<file path="src/rtl/regfile_scoreboard_if.sv">
// Decode / write-back connection to the scoreboarded register file.
// master = decode and write-back stages, slave = regfile_scoreboard.
interface regfile_scoreboard_if #(
    parameter int XLEN  = 32,
    parameter int NREGS = 32
);
    localparam int AW = $clog2(NREGS);

    logic [AW-1:0]   rd_addr1;
    logic [AW-1:0]   rd_addr2;
    logic            rd_use1;
    logic            rd_use2;
    logic [XLEN-1:0] rd_data1;
    logic [XLEN-1:0] rd_data2;
    logic            rd_busy1;
    logic            rd_busy2;
    logic            issue_en;
    logic [AW-1:0]   issue_addr;
    logic            stall;
    logic            wb_en;
    logic [AW-1:0]   wb_addr;
    logic [XLEN-1:0] wb_data;
    logic [AW:0]     pending_cnt;

    modport master (
        output rd_addr1, rd_addr2, rd_use1, rd_use2,
        output issue_en, issue_addr, wb_en, wb_addr, wb_data,
        input  rd_data1, rd_data2, rd_busy1, rd_busy2, stall, pending_cnt
    );

    modport slave (
        input  rd_addr1, rd_addr2, rd_use1, rd_use2,
        input  issue_en, issue_addr, wb_en, wb_addr, wb_data,
        output rd_data1, rd_data2, rd_busy1, rd_busy2, stall, pending_cnt
    );
endinterface

</file>
<file path="src/rtl/regfile_scoreboard.sv">
// NREGS x XLEN register file (x0 = 0) with per-register pending bits for RAW/WAW interlock.
// Define REGFILE_BYPASS_EN to forward same-cycle write-back data to reads and hazard checks.
module regfile_scoreboard #(
    parameter int XLEN  = 32,
    parameter int NREGS = 32
) (
    input logic                 CLK,
    input logic                 rst,
    regfile_scoreboard_if.slave bus
);
    localparam int AW = $clog2(NREGS);
    localparam int CW = AW + 1;

    logic [XLEN-1:0]  mem [NREGS];
    logic [NREGS-1:0] pending;
    logic [NREGS-1:0] pending_next;
    logic [CW-1:0]    cnt;

    logic wb_hit;
    logic fwd1;
    logic fwd2;
    logic fwd_issue;
    logic busy1;
    logic busy2;
    logic waw;
    logic stall;
    logic accept;
    logic inc;
    logic dec;

    assign wb_hit = bus.wb_en && (bus.wb_addr != '0);

`ifdef REGFILE_BYPASS_EN
    assign fwd1      = wb_hit && (bus.wb_addr == bus.rd_addr1);
    assign fwd2      = wb_hit && (bus.wb_addr == bus.rd_addr2);
    assign fwd_issue = wb_hit && (bus.wb_addr == bus.issue_addr);
`else
    assign fwd1      = 1'b0;
    assign fwd2      = 1'b0;
    assign fwd_issue = 1'b0;
`endif

    assign bus.rd_data1 = (bus.rd_addr1 == '0) ? '0 : (fwd1 ? bus.wb_data : mem[bus.rd_addr1]);
    assign bus.rd_data2 = (bus.rd_addr2 == '0) ? '0 : (fwd2 ? bus.wb_data : mem[bus.rd_addr2]);

    // pending[0] is never set, so x0 can never report busy
    assign busy1 = pending[bus.rd_addr1] && !fwd1;
    assign busy2 = pending[bus.rd_addr2] && !fwd2;
    assign waw   = (bus.issue_addr != '0) && pending[bus.issue_addr] && !fwd_issue;

    assign stall  = bus.issue_en && ((bus.rd_use1 && busy1) || (bus.rd_use2 && busy2) || waw);
    assign accept = bus.issue_en && !stall && (bus.issue_addr != '0);

    assign bus.rd_busy1    = busy1;
    assign bus.rd_busy2    = busy2;
    assign bus.stall       = stall;
    assign bus.pending_cnt = cnt;

    // A same-register clear and re-set nets to zero change in the count
    assign inc = accept && !pending[bus.issue_addr];
    assign dec = wb_hit && pending[bus.wb_addr] && !(accept && (bus.issue_addr == bus.wb_addr));

    always_comb begin
        // NOTE: default assignment first so no path through this block infers a latch.
        pending_next = pending;
        if (wb_hit) pending_next[bus.wb_addr] = 1'b0;
        if (accept) pending_next[bus.issue_addr] = 1'b1;
    end

    always_ff @(posedge CLK) begin
        if (rst) begin
            // NOTE: the array is flops, not RAM, so clearing every entry on reset is legal and required.
            for (int i = 0; i < NREGS; i++) begin
                mem[i] <= '0;
            end
            pending <= '0;
            cnt     <= '0;
        end else begin
            // NOTE: non-blocking so every register samples pre-edge values regardless of statement order.
            if (wb_hit) mem[bus.wb_addr] <= bus.wb_data;
            pending <= pending_next;
            cnt     <= cnt + CW'(inc) - CW'(dec);
        end
    end
endmodule
</file>
<file path="src/flat_wrapper.sv">
// flat-port wrapper written by rule: the top's interface ports become plain ports
module regfile_scoreboard_flat 
#(
    parameter int XLEN  = 32,
    parameter int NREGS = 32
)
  (CLK, rst, bus_rd_addr1, bus_rd_addr2, bus_rd_use1, bus_rd_use2, bus_issue_en, bus_issue_addr, bus_wb_en, bus_wb_addr, bus_wb_data, bus_rd_data1, bus_rd_data2, bus_rd_busy1, bus_rd_busy2, bus_stall, bus_pending_cnt);
  regfile_scoreboard_if #(.XLEN(XLEN), .NREGS(NREGS)) bus_i ();
  input logic CLK;
  input logic rst;
  input wire logic [$bits(bus_i.rd_addr1)-1:0] bus_rd_addr1;
  input wire logic [$bits(bus_i.rd_addr2)-1:0] bus_rd_addr2;
  input wire logic [$bits(bus_i.rd_use1)-1:0] bus_rd_use1;
  input wire logic [$bits(bus_i.rd_use2)-1:0] bus_rd_use2;
  input wire logic [$bits(bus_i.issue_en)-1:0] bus_issue_en;
  input wire logic [$bits(bus_i.issue_addr)-1:0] bus_issue_addr;
  input wire logic [$bits(bus_i.wb_en)-1:0] bus_wb_en;
  input wire logic [$bits(bus_i.wb_addr)-1:0] bus_wb_addr;
  input wire logic [$bits(bus_i.wb_data)-1:0] bus_wb_data;
  output wire logic [$bits(bus_i.rd_data1)-1:0] bus_rd_data1;
  output wire logic [$bits(bus_i.rd_data2)-1:0] bus_rd_data2;
  output wire logic [$bits(bus_i.rd_busy1)-1:0] bus_rd_busy1;
  output wire logic [$bits(bus_i.rd_busy2)-1:0] bus_rd_busy2;
  output wire logic [$bits(bus_i.stall)-1:0] bus_stall;
  output wire logic [$bits(bus_i.pending_cnt)-1:0] bus_pending_cnt;
  assign bus_i.rd_addr1 = bus_rd_addr1;
  assign bus_i.rd_addr2 = bus_rd_addr2;
  assign bus_i.rd_use1 = bus_rd_use1;
  assign bus_i.rd_use2 = bus_rd_use2;
  assign bus_i.issue_en = bus_issue_en;
  assign bus_i.issue_addr = bus_issue_addr;
  assign bus_i.wb_en = bus_wb_en;
  assign bus_i.wb_addr = bus_wb_addr;
  assign bus_i.wb_data = bus_wb_data;
  assign bus_rd_data1 = bus_i.rd_data1;
  assign bus_rd_data2 = bus_i.rd_data2;
  assign bus_rd_busy1 = bus_i.rd_busy1;
  assign bus_rd_busy2 = bus_i.rd_busy2;
  assign bus_stall = bus_i.stall;
  assign bus_pending_cnt = bus_i.pending_cnt;
  regfile_scoreboard #(.XLEN(XLEN), .NREGS(NREGS)) u_core (.CLK(CLK), .rst(rst), .bus(bus_i));
endmodule
</file>
<file path="config.mk">
export PLATFORM = sky130hd
export DESIGN_NAME = regfile_scoreboard_flat
export DESIGN_NICKNAME = d
export VERILOG_FILES = /design/src/rtl/regfile_scoreboard_if.sv /design/src/rtl/regfile_scoreboard.sv /design/src/flat_wrapper.sv
export SDC_FILE = /design/constraint.sdc
export NUM_CORES = 2
export LEC_CHECK = 0
export CORE_ASPECT_RATIO = 1.1
export CORE_MARGIN = 2
export CORE_UTILIZATION = 40
export DETAILED_ROUTE_END_ITERATION = 12
export GPL_TIMING_DRIVEN = 0
export SYNTH_ARGS = -nofsm -noshare
export SYNTH_HDL_FRONTEND = slang
export SYNTH_SLANG_ARGS = --single-unit
</file>
<file path="constraint.sdc">
create_clock -name CLK -period 13.4 [get_ports CLK]
set_clock_uncertainty 0.2 [all_clocks]
set_input_delay 3.35 -clock CLK [delete_from_list [all_inputs] [get_ports CLK]]
set_output_delay 3.35 -clock CLK [all_outputs]
set_load 0.02 [all_outputs]
</file>
**After elaboration in Yosys (flattened, before gate mapping)**

Memory sizes are Yosys's and may differ from the RTL's.
Cells that the tools add are included.

- Flip-flop bits (word level): 38
- Input port bits: 58
- RAM bits: 1024
- Output and inout port bits: 73
- Memories kept: 1
- Logic and storage cells: 62

Memories:

| memory | depth | bits a word | read ports | clocked after Yosys merged registers in | write ports | line | source |
|---|---|---|---|---|---|---|---|
| u_core.mem | 32 | 32 | 2 | 0 | 32 | regfile_scoreboard.sv:14 | `logic [XLEN-1:0] mem [NREGS];` |

- Multiplexer cells: 24
- Reductions and logical operators: 23
- $lt $le $gt $ge: 6
- Add/subtract/negate cells: 2
- Eq/ne operators: 1
- Bitwise logic cells: 3

Operators with widths:

| operator | number |
|---|---|
| 2-to-1 mux 32 bit | 5 |
| AND 32 bit | 1 |
| inverter 32 bit | 1 |
| bitwise OR 32 bit | 1 |
| OR reduction 32 bit | 1 |
| < comparator 5 x 6 -> 1 bit, second input constant | 4 |
| binary-select mux 1 bit (select 5 bit) | 4 |
| logical AND 1 bit | 13 |
| 2-to-1 mux 1 bit | 12 |
| demux 1 bit (select 5 bit) | 2 |
| greater-or-equal comparator 5 x 1 -> 1 bit, second input constant | 2 |
| zero test 5 bit | 2 |
| nonzero test 5 bit | 2 |
| adder 6 x 1 -> 6 bit | 1 |
| subtractor 6 x 1 -> 6 bit | 1 |
| == test 5 bit | 1 |
| 2-to-1 mux 5 bit | 1 |
| zero test 1 bit | 3 |
| logical OR 1 bit | 2 |

**Logic depth before layout (Yosys ltp)**

- Depth after elaboration: 13
- Depth in mapped cells: 16
- Gate-level depth less buffers: 14

**Worst setup path after synthesis**

No wires, ideal clock.

- Kind: input to output
- Start point: input bus_rd_addr2[0]
- End point: output bus_rd_data2[30]
- Buffers on the path: 6
- Data required time: 9.850 ns
- Arrival time: 5.499 ns
- Cell stages on the path: 10
- Path slack: 4.351 ns
- Cells stage by stage: buf_2 > buf_4 > buf_4 > buf_4 > buf_4 > buf_4 > mux2i_1 > o22ai_1 > a211oi_1 > a221oi_1

- Longest elaborated chain between the ends: 2
- Elaborated cells between the ends (all ways): 3
- Classes of those cells: mux (1); reduce/logical (1); memory (1)

Ends and longest elaborated chain:

| element | line | source |
|---|---|---|
| from (decl) | flat_wrapper.sv:12 | `input wire logic [$bits(bus_i.rd_addr2)-1:0] bus_rd_addr2;` |
| memory read (32 x 32 bit) / zero test 5 bit (equally long branches) | - |  |
| 2-to-1 mux 32 bit (*) | regfile_scoreboard.sv:44 | `assign bus.rd_data2 = (bus.rd_addr2 == '0) ? '0 : (fwd2 ? bus.wb_data : mem[bus.rd_addr2]);` |
| to (decl) | flat_wrapper.sv:21 | `output wire logic [$bits(bus_i.rd_data2)-1:0] bus_rd_data2;` |

Mark *: on every way between the ends. The rest lies on a longest branch, timed or not.

**Worst setup path after layout**

- Start point: input bus_rd_addr2[3]
- End point: output bus_rd_data2[16]

The elaborated chain is that of the path after synthesis.

==> Implementation_results.wiki <==
{| class="wikitable"
! Metric !! Value
|-
| Leakage component of the power || 22.1 nW
|-
| Final std cell area, no fill || 65000 um^2
|-
| Antenna violations before repair || 14
|-
| Post-route DRC violation count || 0
|-
| Pre-CTS worst setup slack || 1.46 ns
|-
| Post-synthesis sequential element count || 1062
|-
| Delay contributed by the slowest stage of the critical path || 1.21 ns
|-
| Number of buffer and inverter instances along the worst setup path || 5
|-
| Detailed placer's ending HPWL || 160000 um
|-
| Fillcell total || 12500
|-
| Primary flip-flop cell chosen by synthesis mapping || sky130_fd_sc_hd__edfxtp_1
|-
| Power per standard cell area || 127 nW/um^2
|-
| First DRT Iteration DRCs || 5796
|-
| Hold bufs inserted after CTS || 0
|-
| Number of global-route vias before repair || 36200
|-
| Total iterations of the first detailed-routing run || 6
|-
| Outcome || finished, violations left
|-
| Slowest stage cell on the critical path || sky130_fd_sc_hd__clkbuf_1
|-
| Leading cell types by total area after synthesis || sky130_fd_sc_hd__edfxtp_1, sky130_fd_sc_hd__mux4_2, sky130_fd_sc_hd__and2_1
|-
| Chain of cells forming the critical path || clkdlybuf4s50_1, clkbuf_1, clkbuf_1, mux4_2, inv_1, a221oi_1, clkdlybuf4s50_1
|-
| Largest net degree at the start of global routing || 34
|-
| Buffers inserted during post-CTS setup optimization || 0
|-
| Global-route wire length before repair || 286000 um
|-
| Minimum period implied by the final worst setup slack || 12.22 ns
|-
| Type of element capturing the critical path || output port
|-
| Count of final max-slew check failures || 33
|-
| CTS resizes || 0
|-
| Final core utilization || 45.7%
|-
| Syn_area_per_cell || 15.3 um^2
|-
| Post-synthesis instance total || 3727
|-
| Setup repair after global routing missed its margin || false
|-
| VDD IR-drop max || 0.106 mV
|-
| Hold path endpoint || u_core.pending[20]$_SDFF_PP0_
|-
| Buffer cell driving the clock tree root || sky130_fd_sc_hd__clkbuf_16
|-
| Vias post-DR || 36900
|-
| Capture instance of the worst register-to-register path || u_core.bus.pending_cnt[4]$_SDFF_PP0_
|-
| Nature of the critical path startpoint || input pin
|-
| CTS Buffer Depth || 3
|-
| Signed area change from the synthesized netlist to the final layout || 13.6%
|-
| Number of setup violations in the final report || 0
|-
| Origin of the worst min-delay path || u_core.pending[20]$_SDFF_PP0_
|-
| Post-CTS clock slew at the launch and capture registers of the worst setup and hold paths || 0.06 ns
|-
| Die boundary height || 401 um
|-
| Cell area after synthesis || 57200 um^2
|-
| Required time of the worst setup path || 9.85 ns
|-
| Top-level I/O count || 131
|-
| Sum of negative setup slack || 0 ns
|-
| Period utilisation layout || 91.2%
|-
| Share of the yosys chip area belonging to registers || 55.1%
|-
| Reg2reg path depth || 14
|-
| Post-layout net count || 4083
|-
| Maximum fanout along the worst path || 10
|-
| Violations in the final reports || max-capacitance violations, max-slew violations
|-
| Effective utilization at floorplan || 40.3%
|-
| Top cell type by total area after synthesis || sky130_fd_sc_hd__edfxtp_1
|-
| Aggregate global-route resource usage || 28.5%
|-
| Area after DPL || 61400 um^2
|-
| R2R Path Start || u_core.pending[15]$_SDFF_PP0_
|-
| EDFF count, synth || 1024
|-
| Hold crit path type || reg2reg
|-
| R2r setup slk || 9.76 ns
|-
| Family with the most delay on the worst path || buffers and inverters
|-
| Commonest non-fill, non-tap cell in the layout || sky130_fd_sc_hd__edfxtp_1
|-
| Share of flip-flops with an asynchronous set or reset after synthesis || 0%
|-
| Routed len/inst || 34.7 um
|-
| Die width || 365 um
|-
| Total congestion overflow || 0
|-
| Aggregate routed wire length || 209000 um
|-
| CTS tree || yes
|-
| Number of distinct library cell variants in the gate-level netlist after synthesis || 57
|-
| Max-cap violations || 3
|-
| Worst setup path class || in2out
|-
| Worst-Skew Late Latency || 0.74 ns
|-
| Final weighted congestion in routability-driven placement || 0.954
|-
| Clock buffers created by TritonCTS || 110
|-
| Final Hold Violating Endpoints || 0
|-
| Total number of clock tree sinks || 1062
|-
| Mean number of vias per cell || 6.13
|-
| Least setup slack across all paths after layout || 1.18 ns
|-
| Layout cell share with drive strength beyond 1 || 21.9%
|-
| Data arrival, critical path || 8.67 ns
|-
| H-tree depth || 3
|-
| Placeable core area || 142000 um^2
|-
| Post-route antenna net violation count || 0
|-
| Total of warnings raised by yosys || 0
|-
| Peak clock frequency supported by timing || 81.8 MHz
|-
| Measured slew at the worst slew-check pin || 1.55 ns
|-
| Number of buffers inserted by port buffering || 122
|-
| Worst-case headroom to the max-slew limit || -3.47%
|-
| Hold depth || 2
|-
| Total die area || 146000 um^2
|-
| Fraction of post-synthesis cell area in the top cell type by area || 53.8%
|-
| Most frequent cells in the layout || sky130_fd_sc_hd__edfxtp_1, sky130_fd_sc_hd__and2_1, sky130_fd_sc_hd__mux4_2, sky130_fd_sc_hd__clkbuf_1, sky130_fd_sc_hd__mux2i_1
|-
| Number of rows created at floorplan || 145
|}
[layout make-up]
class	instances	area [um^2]	share of cell area [%]
sequential	1062	31500	48.5
multi-input combinational	2252	24000	37.0
clock buffer	133	2860	4.40
tap	1911	2390	3.68
timing repair buffer	148	1730	2.66
buffer	399	1640	2.52
clock inverter	69	663	1.02
inverter	45	169	0.260
antenna	1	2.50	0.00385
[Yosys cell counts, types with 6 or more instances]
master                        n
sky130_fd_sc_hd__buf_2       35
sky130_fd_sc_hd__a21o_1      13
sky130_fd_sc_hd__nor3_1      33
sky130_fd_sc_hd__o221ai_1    30
sky130_fd_sc_hd__ha_1         6
sky130_fd_sc_hd__nand2_1     39
sky130_fd_sc_hd__buf_1       32
sky130_fd_sc_hd__edfxtp_1  1024
sky130_fd_sc_hd__mux2i_1    158
sky130_fd_sc_hd__o41ai_1      9
sky130_fd_sc_hd__mux4_1       6
sky130_fd_sc_hd__a22oi_1     11
sky130_fd_sc_hd__o22ai_2      6
sky130_fd_sc_hd__a21oi_1     46
sky130_fd_sc_hd__buf_4       15
sky130_fd_sc_hd__or3_1       17
sky130_fd_sc_hd__nand3_1      7
sky130_fd_sc_hd__mux2_2      55
sky130_fd_sc_hd__o41ai_2     10
sky130_fd_sc_hd__nor2b_1     10
sky130_fd_sc_hd__nor2_1      84
sky130_fd_sc_hd__mux4_2     546
sky130_fd_sc_hd__inv_1       44
sky130_fd_sc_hd__dfxtp_1     38
sky130_fd_sc_hd__clkbuf_1   313
sky130_fd_sc_hd__and2_1     996
sky130_fd_sc_hd__a221oi_1    32
sky130_fd_sc_hd__o22ai_1     33
sky130_fd_sc_hd__a211o_1     23
[cell families (layout without fill, tap and decap cells)]
group	Yosys count	in the layout	synth area share, %
mux	765	765	25.6
xor+xnor	5	5	0.0766
simple gates	1210	1210	12.7
fa+ha+maj	7	7	0.166
compound gates	233	233	3.22
flops	1062	1062	55.1
other cells	1	33	0.00656
buf+inv	444	794	3.14
[report_power, final]
group / switching (mW) / leakage (nW) / total (mW) / internal [mW]
clock: 1.37 / 1.69 / 3.10 / 1.73
sequential: 0.0929 / 10.1 / 3.92 / 3.83
combinational: 0.750 / 10.3 / 1.26 / 0.508
total: 2.22 / 22.1 / 8.28 / 6.06
[metrics by stage]
stage,instances,hold WS (ns),power (mW)
after floorplan,3758,0.262,4.65
after detailed placement,5815,0.314,5.21
final,6020,0.325,8.28
after global routing,6019,0.341,8.46
after CTS,6017,0.320,8.26
after global placement,5791,0.297,5.18
[registers in the layout, indices dropped and copies added, names as in the netlist]
name	count
u_core.pending	32
u_core.bus.pending_cnt	6
u_core.mem	1024
[per-layer routing]
layer | global-route usage (%) | vias up | part of all wire [%]
met2 | 44.0 | 2196 | 46
met4 | 13.6 | 14 | 5.2
met1 | 38.4 | 19300 | 38
li1 | - | 15000 | -
met3 | 6.32 | 434 | 11
met5 | 0 | - | 0.043
[how the worst max path moves through the flow]
| stage | endpoint | slack [ns] | cells past startpoint | from |
|---|---|---|---|---|
| 6_report | bus_rd_data2[16] | 1.18 | 7 | bus_rd_addr2[3] |
| 5_1_grt | bus_rd_data2[16] | 1.14 | 9 | bus_rd_addr2[1] |
| 4_1_cts | bus_rd_data2[16] | 1.46 | 9 | bus_rd_addr2[1] |
| 3_5_place_dp | bus_rd_data2[16] | 1.46 | 9 | bus_rd_addr2[1] |
| 3_3_place_gp | bus_rd_data2[16] | 1.0 | 8 | bus_rd_addr2[1] |
| 2_1_floorplan | bus_rd_data2[30] | 4.35 | 10 | bus_rd_addr2[0] |
[worst reg2reg max path: cells and delay by family, from the launching register on]
| kind | cells | cell delay (ns) |
|---|---|---|
| adder cells (fa/ha/maj) | 2 | 0.69 |
| buffers and inverters | 1 | 0.36 |
| AND/OR/NAND/NOR | 6 | 0.66 |
| AO/OA/AOI/OAI | 3 | 0.88 |
| XOR/XNOR | 1 | 0.15 |
| multiplexers | 1 | 0.16 |
| flip-flops | 1 | 0.42 |
Note: power is estimated with default switching activity, not from simulation.
